### config.mk
export PLATFORM = sky130hd
export DESIGN_NAME = hyperbus_wb_bridge
export DESIGN_NICKNAME = d
export VERILOG_FILES = /design/src/rtl/hyperbus_wb_bridge.sv
export SDC_FILE = /design/constraint.sdc
export NUM_CORES = 1
export LEC_CHECK = 0
export BUFFER_PORTS_ARGS = -buffer_cell sky130_fd_sc_hd__buf_2
export CAP_MARGIN = 25
export CELL_PAD_IN_SITES_DETAIL_PLACEMENT = 1
export CELL_PAD_IN_SITES_GLOBAL_PLACEMENT = 2
export CORE_ASPECT_RATIO = 1.1
export CORE_UTILIZATION = 25
export DETAILED_ROUTE_END_ITERATION = 12
export PLACE_DENSITY_LB_ADDON = 0.1
export SETUP_SLACK_MARGIN = 0.05
export SYNTH_ARGS = -nofsm -noshare
export SYNTH_HDL_FRONTEND = slang
export SYNTH_SLANG_ARGS = --single-unit
### constraint.sdc
create_clock -name clk -period 2.1 [get_ports clk]
set_input_delay 0.42 -clock clk [delete_from_list [all_inputs] [get_ports clk]]
set_output_delay 0.42 -clock clk [all_outputs]
set_load 0.01 [all_outputs]
### src/rtl/hyperbus_wb_bridge.sv
// hyperbus_wb_bridge: Wishbone classic slave splitting 32-bit accesses into two 16-bit hyperbus controller beats
module hyperbus_wb_bridge #(
    parameter int REG_SPACE_BIT = 31,
    parameter int TIMEOUT       = 1023
) (
    input  logic        clk,
    input  logic        rstn,
    input  logic [31:0] wb_adr_i,
    input  logic [31:0] wb_dat_i,
    input  logic [3:0]  wb_sel_i,
    input  logic        wb_we_i,
    input  logic        wb_cyc_i,
    input  logic        wb_stb_i,
    output logic [31:0] wb_dat_o,
    output logic        wb_ack_o,
    output logic        wb_err_o,
    output logic [31:0] hb_adr_o,
    output logic        hb_reg_space_o,
    output logic [15:0] hb_dat_o,
    input  logic [15:0] hb_dat_i,
    output logic        hb_rrq_o,
    output logic        hb_wrq_o,
    input  logic        hb_dready_i,
    input  logic        hb_dvalid_i,
    input  logic        hb_busy_i,
    input  logic        hb_error_i
);
    typedef enum logic [4:0] {
        IDLE = 5'b00001,
        REQ  = 5'b00010,
        BEAT = 5'b00100,
        DONE = 5'b01000,
        ERR  = 5'b10000
    } state_t;
    localparam logic [9:0] TMO = 10'(TIMEOUT);
    state_t      state, state_d;
    logic [31:0] wdata, rdata, adr_m;
    logic [9:0]  tcnt;
    logic        we, beat, busy_q, abort, accept, active, prog, touch, ok, ack_d, err_d;
    assign active   = state == REQ || state == BEAT || state == DONE;
    assign prog     = state == BEAT && (we ? hb_dready_i : hb_dvalid_i);
    assign touch    = hb_dready_i | hb_dvalid_i | (hb_busy_i ^ busy_q);
    assign ok       = wb_cyc_i && !abort;
    assign ack_d    = state == DONE && state_d == IDLE && ok;
    assign err_d    = state != ERR && state_d == ERR && ok;
    assign hb_dat_o = beat ? wdata[31:16] : wdata[15:0];
    always_comb begin
        adr_m = wb_adr_i;
        adr_m[REG_SPACE_BIT] = 1'b0;
    end
    always_comb begin
        state_d = state;
        accept  = 1'b0;
        case (state)
            IDLE: if (wb_cyc_i && wb_stb_i && !hb_busy_i && !wb_ack_o && !wb_err_o) begin
                accept  = 1'b1;
                state_d = (hb_error_i || (wb_we_i && wb_sel_i != 4'hF)) ? ERR : REQ;
            end
            REQ:     state_d = hb_busy_i ? BEAT : REQ;
            BEAT:    state_d = (beat && prog) ? DONE : BEAT;
            DONE:    state_d = hb_busy_i ? DONE : IDLE;
            default: state_d = IDLE;
        endcase
        // controller faults and stalls override any beat progress this cycle
        if (active && (hb_error_i || tcnt == TMO)) state_d = ERR;
    end
    always_ff @(posedge clk or negedge rstn) begin
        if (!rstn) state <= IDLE;
        else       state <= state_d;
    end
    always_ff @(posedge clk or negedge rstn) begin
        if (!rstn) begin
            wb_dat_o       <= '0;
            wb_ack_o       <= 1'b0;
            wb_err_o       <= 1'b0;
            hb_adr_o       <= '0;
            hb_reg_space_o <= 1'b0;
            hb_rrq_o       <= 1'b0;
            hb_wrq_o       <= 1'b0;
            wdata          <= '0;
            rdata          <= '0;
            tcnt           <= '0;
            we             <= 1'b0;
            beat           <= 1'b0;
            busy_q         <= 1'b0;
            abort          <= 1'b0;
        end else begin
            busy_q   <= hb_busy_i;
            tcnt     <= (state_d != state || touch || !active) ? '0 : tcnt + 10'd1;
            abort    <= state_d == IDLE ? 1'b0 : abort | (state != IDLE && !wb_cyc_i);
            wb_ack_o <= ack_d;
            wb_err_o <= err_d;
            if (ack_d) wb_dat_o <= rdata;
            if (accept && state_d == REQ) begin
                hb_adr_o       <= adr_m >> 1;
                hb_reg_space_o <= wb_adr_i[REG_SPACE_BIT];
                wdata          <= wb_dat_i;
                we             <= wb_we_i;
                beat           <= 1'b0;
                hb_rrq_o       <= !wb_we_i;
                hb_wrq_o       <= wb_we_i;
            end else if (state_d != REQ && state_d != BEAT) begin
                hb_rrq_o <= 1'b0;
                hb_wrq_o <= 1'b0;
            end
            if (prog && state_d != ERR) begin
                beat <= !beat;
                if (!we) rdata <= beat ? {hb_dat_i, rdata[15:0]} : {rdata[31:16], hb_dat_i};
            end
        end
    end
endmodule

# After elaboration in Yosys (flattened, before gate mapping)

Index checks and enable logic that the tools add are counted.

Register bits: 150
Input bits: 93
Output and inout bits: 85
Logic and storage cells: 91

$add $sub $neg: 1
Equality and inequality tests: 15
Muxes and demuxes: 18
Bitwise gates (word level): 6
Reduce and logical (&&, ||, !) cells: 35

Operators by type and width:

| kind                  | count |
|---|---|
| $pmux 5 s4            | 1 |
| $logic_and 1x1->1     | 17 |
| $mux 16               | 1 |
| $mux 5                | 3 |
| $add 10x1->10 const B | 1 |
| $eq 10x10->1 const B  | 1 |
| $eq 5x1->1 const B    | 2 |
| $eq 5x2->1 const B    | 2 |
| $mux 10               | 1 |
| $ne 5x5->1 const B    | 2 |
| $mux 1                | 9 |
| $logic_not 1->1       | 8 |
| $mux 4                | 2 |
| $logic_or 1x1->1      | 6 |
| $reduce_and 3->1      | 2 |
| $eq 5x3->1 const B    | 1 |
| $eq 5x4->1 const B    | 1 |
| $eq 5x5->1 const B    | 1 |
| $ne 5x1->1 const B    | 1 |
| $ne 5x2->1 const B    | 1 |
| $ne 5x3->1 const B    | 1 |
| $ne 5x5->1            | 1 |
| $ne 4x4->1 const B    | 1 |
| $reduce_bool 2->1     | 2 |
| other kinds (4)       | 7 |

# Logic depth before layout (Yosys ltp)

Depth after elaboration: 11
Depth in mapped cells: 7
Mapped depth without buffers: 5

# Least setup slack after synthesis

Ideal clock, no wire load.

Kind: register to register
From: reg state[1]
To: reg rdata[21]
Setup time: 0.127 ns
Data arrival time: 1.837 ns
Required time: 1.973 ns
Path slack: 0.135 ns
Stages on the path, launching flop included: 7
Path buffers: 2
Clock period less this slack: 1.965 ns
Cell sequence: dfrtp_1 > buf_6 > nor4_4 > nand2_2 > nor4_4 > buf_6 > mux2_1

Longest elaborated chain between the ends: 9
Elaborated cells on any way between the ends: 16
Those cells by class: 5 x eq/ne; 4 x mux; 7 x reduce/logical

RTL lines:

| what                                | RTL line   | RTL |
|---|---|---|
| from (decl)                         | 36         | `state_t state, state_d;` |
| from (signal assigned)              | 69         | `else state <= state_d;` |
| $eq 5x3->1                          | 40, 41, 54 |  |
| $logic_and 1x1->1                   | 41         | `assign prog = state == BEAT && (we ? hb_dready_i : hb_dvalid_i);` |
| $logic_and 1x1->1                   | 60         | `BEAT: state_d = (beat && prog) ? DONE : BEAT;` |
| $mux 4                              | 60         |  |
| $pmux 5 s4                          | 54         | `case (state)` |
| $mux 5                              | 65         | `if (active && (hb_error_i \|\| tcnt == TMO)) state_d = ERR;` |
| $ne 5x5->1                          | 106        | `if (prog && state_d != ERR) begin` |
| $logic_and 1x1->1 *                 | 106        |  |
| $reduce_and 3->1 (no source line) * | --         |  |
| to (signal assigned)                | 108        | `if (!we) rdata <= beat ? {hb_dat_i, rdata[15:0]} : {rdata[31:16], hb_dat_i};` |
| to (decl)                           | 37         | `logic [31:0] wdata, rdata, adr_m;` |

Mark *: on every way between the ends. The rest lies on a longest branch, timed or not.
A chain may end at the register's enable or synchronous reset.

# Worst setup path in the final report

From: reg state[1]
To: reg hb_adr_o[12]

Longest elaborated chain between the ends: 8
Elaborated cells on any way between the ends: 16
Those cells by class: 5 x eq/ne; 5 x mux; 6 x reduce/logical

RTL lines:

| what                 | RTL line   | RTL |
|---|---|---|
| $eq 5x3->1           | 40, 41, 54 |  |
| $logic_and 1x1->1    | 41         |  |
| $logic_and 1x1->1    | 60         |  |
| $mux 4               | 60         |  |
| $pmux 5 s4           | 54         |  |
| $mux 5               | 65         |  |
| $eq 5x2->1           | 94         | `if (accept && state_d == REQ) begin` |
| $logic_and 1x1->1 *  | 94         |  |
| to (signal assigned) | 95         | `hb_adr_o <= adr_m >> 1;` |
| to (decl)            | 17         | `output logic [31:0] hb_adr_o,` |

Marks and branches as above.

==> results by group <==
Logic synthesis
  • Seq/Total Area, Yosys: 58.94%
  • Syn Inst Count: 416
  • Synth top area share: 58.52%
  • Synth Area per Inst: 15.32 µm²
  • Cell Area, Synth: 6371 µm²
  • Count of cell types in the netlist: 51
  • YS warnings: 0
  • Synth async-reset ratio: 100.0%
  • Top cells by area, synth: dfrtp_1 59%, mux2_2 17%, mux2_4 8.7%
  • Main flop type after synthesis: dfrtp_1
  • Post-synth EDFFs: 0
  • Yosys reg bits: 150
  • Cell taking the most area after synthesis: dfrtp_1

Die
  • Die Height: 169.4 µm
  • Core area: 24770 µm²
  • Die Wd: 154.2 µm
  • # IOs: 178
  • Starting Density: 25.72%
  • Row cnt: 60
  • DIE AREA: 26130 µm²

Detailed routing
  • Post-Route WL: 15.33 mm
  • Via-to-Cell Ratio: 4.393
  • DR vias: 4099
  • Avg WL per Cell: 16.43 µm
  • Initial drt markers: 114
  • DRT Pass-1 Iters: 3
  • Final ANT Viol Nets: 0
  • Detailed-route DRC error count: 0

Finish
  • Most frequent cells in the layout: 173 x buf_2, 147 x dfrtp_1, 94 x mux2_2, 37 x mux2_4, 17 x clkbuf_16
  • Reg area: 3757 µm²
  • Layout area overhead: 31.30%
  • Area of the multi-input gates: 2475 µm²
  • Layout Cells excl Fill: 933
  • Fillcell total: 2680
  • Commonest non-fill, non-tap cell in the layout: buf_2
  • Final net count: 704
  • Final core occ: 33.77%
  • Post-route cell area: 8366 µm²
  • Share of cells above drive strength 1: 60.03%
  • # diodes: 0

Placed design
  • DPL Wire Length: 10.80 mm
  • Placed cells: 900
  • Final GP Congestion: 0.6996
  • Post-DP Area: 7751 µm²
  • Port bufs: 174
  • Pre-CTS setup slack: -0.002868 ns

Job
  • Max Cap Viol: 0

Status
  • Outcome: finished clean

GRT
  • Gr usage total: 12.75%
  • Grt ovf: 0
  • Initial antenna violation count: 2
  • Vias in the first global route: 4822
  • Largest net degree at the start of global routing: 59
  • First-pass GRT wire length: 25.97 mm

Setup path
  • Worst r2r dst: hb_adr_o[12]
  • Crit start category: flop
  • Family with the most delay on the worst path: simple AND/OR/NAND/NOR gates
  • Buf+Inv Stages, Crit Path: 1
  • Critical path required time: 2.41 ns
  • Reg2Reg Depth: 5
  • Slowest-stage cell, CP: dfrtp_2
  • RR Startpoint: state[1]
  • Reg2Reg Setup Slack: 0.13 ns
  • Crit path largest cell delay: 0.49 ns
  • CP arrival: 2.27 ns
  • Critical path, cell by cell: nor4_4 > nand4b_2 > or2_4 > buf_12 > mux2_4
  • CP max FO: 26
  • Setup CP Type: flop to flop
  • Crit. End Element: flop

Timing
  • Final setup TNS: 0 ns
  • Unrepaired setup endpoints after global routing: no
  • Final Slew Violations: 0
  • # setup viols final: 0
  • Hold slack final: 0.2276 ns
  • Minimum clock period: 1.967 ns
  • Final Worst Setup Slack: 0.1328 ns
  • Peak Freq: 0.5083 GHz
  • Skew final: 0.01043 ns
  • Final Hold Viols: 0
  • Final period utilization: 93.67%

Clock tree
  • Worst-path clk slew: 0.07 ns
  • Clock Latency Late Sink: 0.41 ns
  • Clock buffer depth: 2
  • Num Clock Sinks: 150
  • Clk root buf: clkbuf_16
  • H-tree levels: 4
  • CTS Buf Count: 17
  • CTS tree: built

Power
  • PD cells: 912.2 nW/µm²
  • Tot Pwr: 7.631 mW
  • Logic pwr share: 16.2%
  • Sw Share: 26.83%
  • Psw: 2.047 mW
  • Worst vdd ir: 0.0004094 V
  • Leak: 4.261 nW
  • Part of the power in registers: 45.3%
  • Internal power: 5.584 mW
  • Clock power frac: 38.5%

Hold path
  • Hold Path Sink: hb_adr_o[13]
  • Hold crit path type: input pin to flop
  • Hold Path Depth: 2
  • Min-delay src: wb_adr_i[14]
[power by group through the flow]
stage / clock network, mW / logic (mW) / registers, mW
after floorplan: 0 / 0.649 / 3.54
after global placement: 0 / 1.24 / 3.48
after detailed placement: 0 / 1.27 / 3.51
after CTS: 3.09 / 1.27 / 3.46
after global routing: 3.19 / 1.36 / 3.51
final: 2.94 / 1.24 / 3.46
[routing by layer]
| metal | up-vias | wire length [µm] | track usage [%] |
|---|---|---|---|
| met5 | - | 10 | 0 |
| met4 | 2 | 169 | 4.565 |
| met3 | 13 | 974 | 4.239 |
| met2 | 108 | 7795 | 21.94 |
| met1 | 2093 | 6384 | 14.75 |
| li1 | 1883 | - | - |
[area by class of cell]
cell class | instances | share of cell area, %
Inverter | 4 | 0.1795
Sequential cell | 150 | 44.91
Clock buffer | 18 | 5.250
Clock inverter | 14 | 1.645
Tap cell | 310 | 4.637
Multi-Input combinational cell | 242 | 29.58
Timing Repair Buffer | 195 | 13.79
[state kept, by name, summed over array words and instances (netlist names)]
name,flops
wdata,32
hb_rrq_o,1
tcnt,10
rdata,32
hb_wrq_o,1
we,1
wb_dat_o,32
beat,1
hb_reg_space_o,1
state,5
wb_ack_o,1
hb_adr_o,30
abort,1
busy_q,1
wb_err_o,1
[kinds of logic (layout without fill, tap and decap cells)]
family          count (synthesis)  after routing  share of synthesized area [%]
compound gates                 25             25                          2.514
other cells                     1              2                        0.05886
mux                           145            145                          27.77
flops                         150            150                          58.94
buf+inv                        25            231                          2.789
simple gates                   61             61                          6.638
fa+ha+maj                       1              1                         0.1964
xor+xnor                        8              8                          1.100
[synth_stat cells (3+ instances only)]
master,instances
a21oi_1,7
and3_1,3
buf_2,4
buf_4,7
buf_6,7
clkbuf_1,3
dfrtp_1,149
inv_1,4
mux2_1,12
mux2_2,94
mux2_4,37
nand2_1,5
nand3_1,5
nor2_1,15
nor3_1,4
nor4_4,3
o21ai_0,7
xnor2_1,4
xor2_1,4
[worst max path at each step]
| stage | from | end | slack (ns) | cells past startpoint |
|---|---|---|---|---|
| finish | state[1] | hb_adr_o[12] | 0.13 | 5 |
| CTS | state[1] | hb_adr_o[11] | 0.06 | 5 |
| detailed placement | tcnt[1] | wb_dat_o[5] | -0.003 | 6 |
| global placement | tcnt[1] | tcnt[8] | 0.04 | 6 |
| global route | state[1] | hb_adr_o[11] | 0.06 | 5 |
| floorplan | state[1] | rdata[21] | 0.14 | 6 |
[worst reg2reg max path: cells and delay by family (launching register included)]
kind | cells | cell delay [ns]
flops | 1 | 0.49
mux | 1 | 0.34
buf+inv | 1 | 0.18
simple gates | 3 | 0.85
[timing repair]
action | 4_1_cts | 5_1_grt
hold endpoints to repair | 41 | 0
pin swaps | 0 | 3
hold buffers | 1 | 0
endpoints found under the setup margin | 81 | 99
setup buffers | 0 | 0
gates resized for setup | 4 | 3
(Power assumes the default switching activity.)
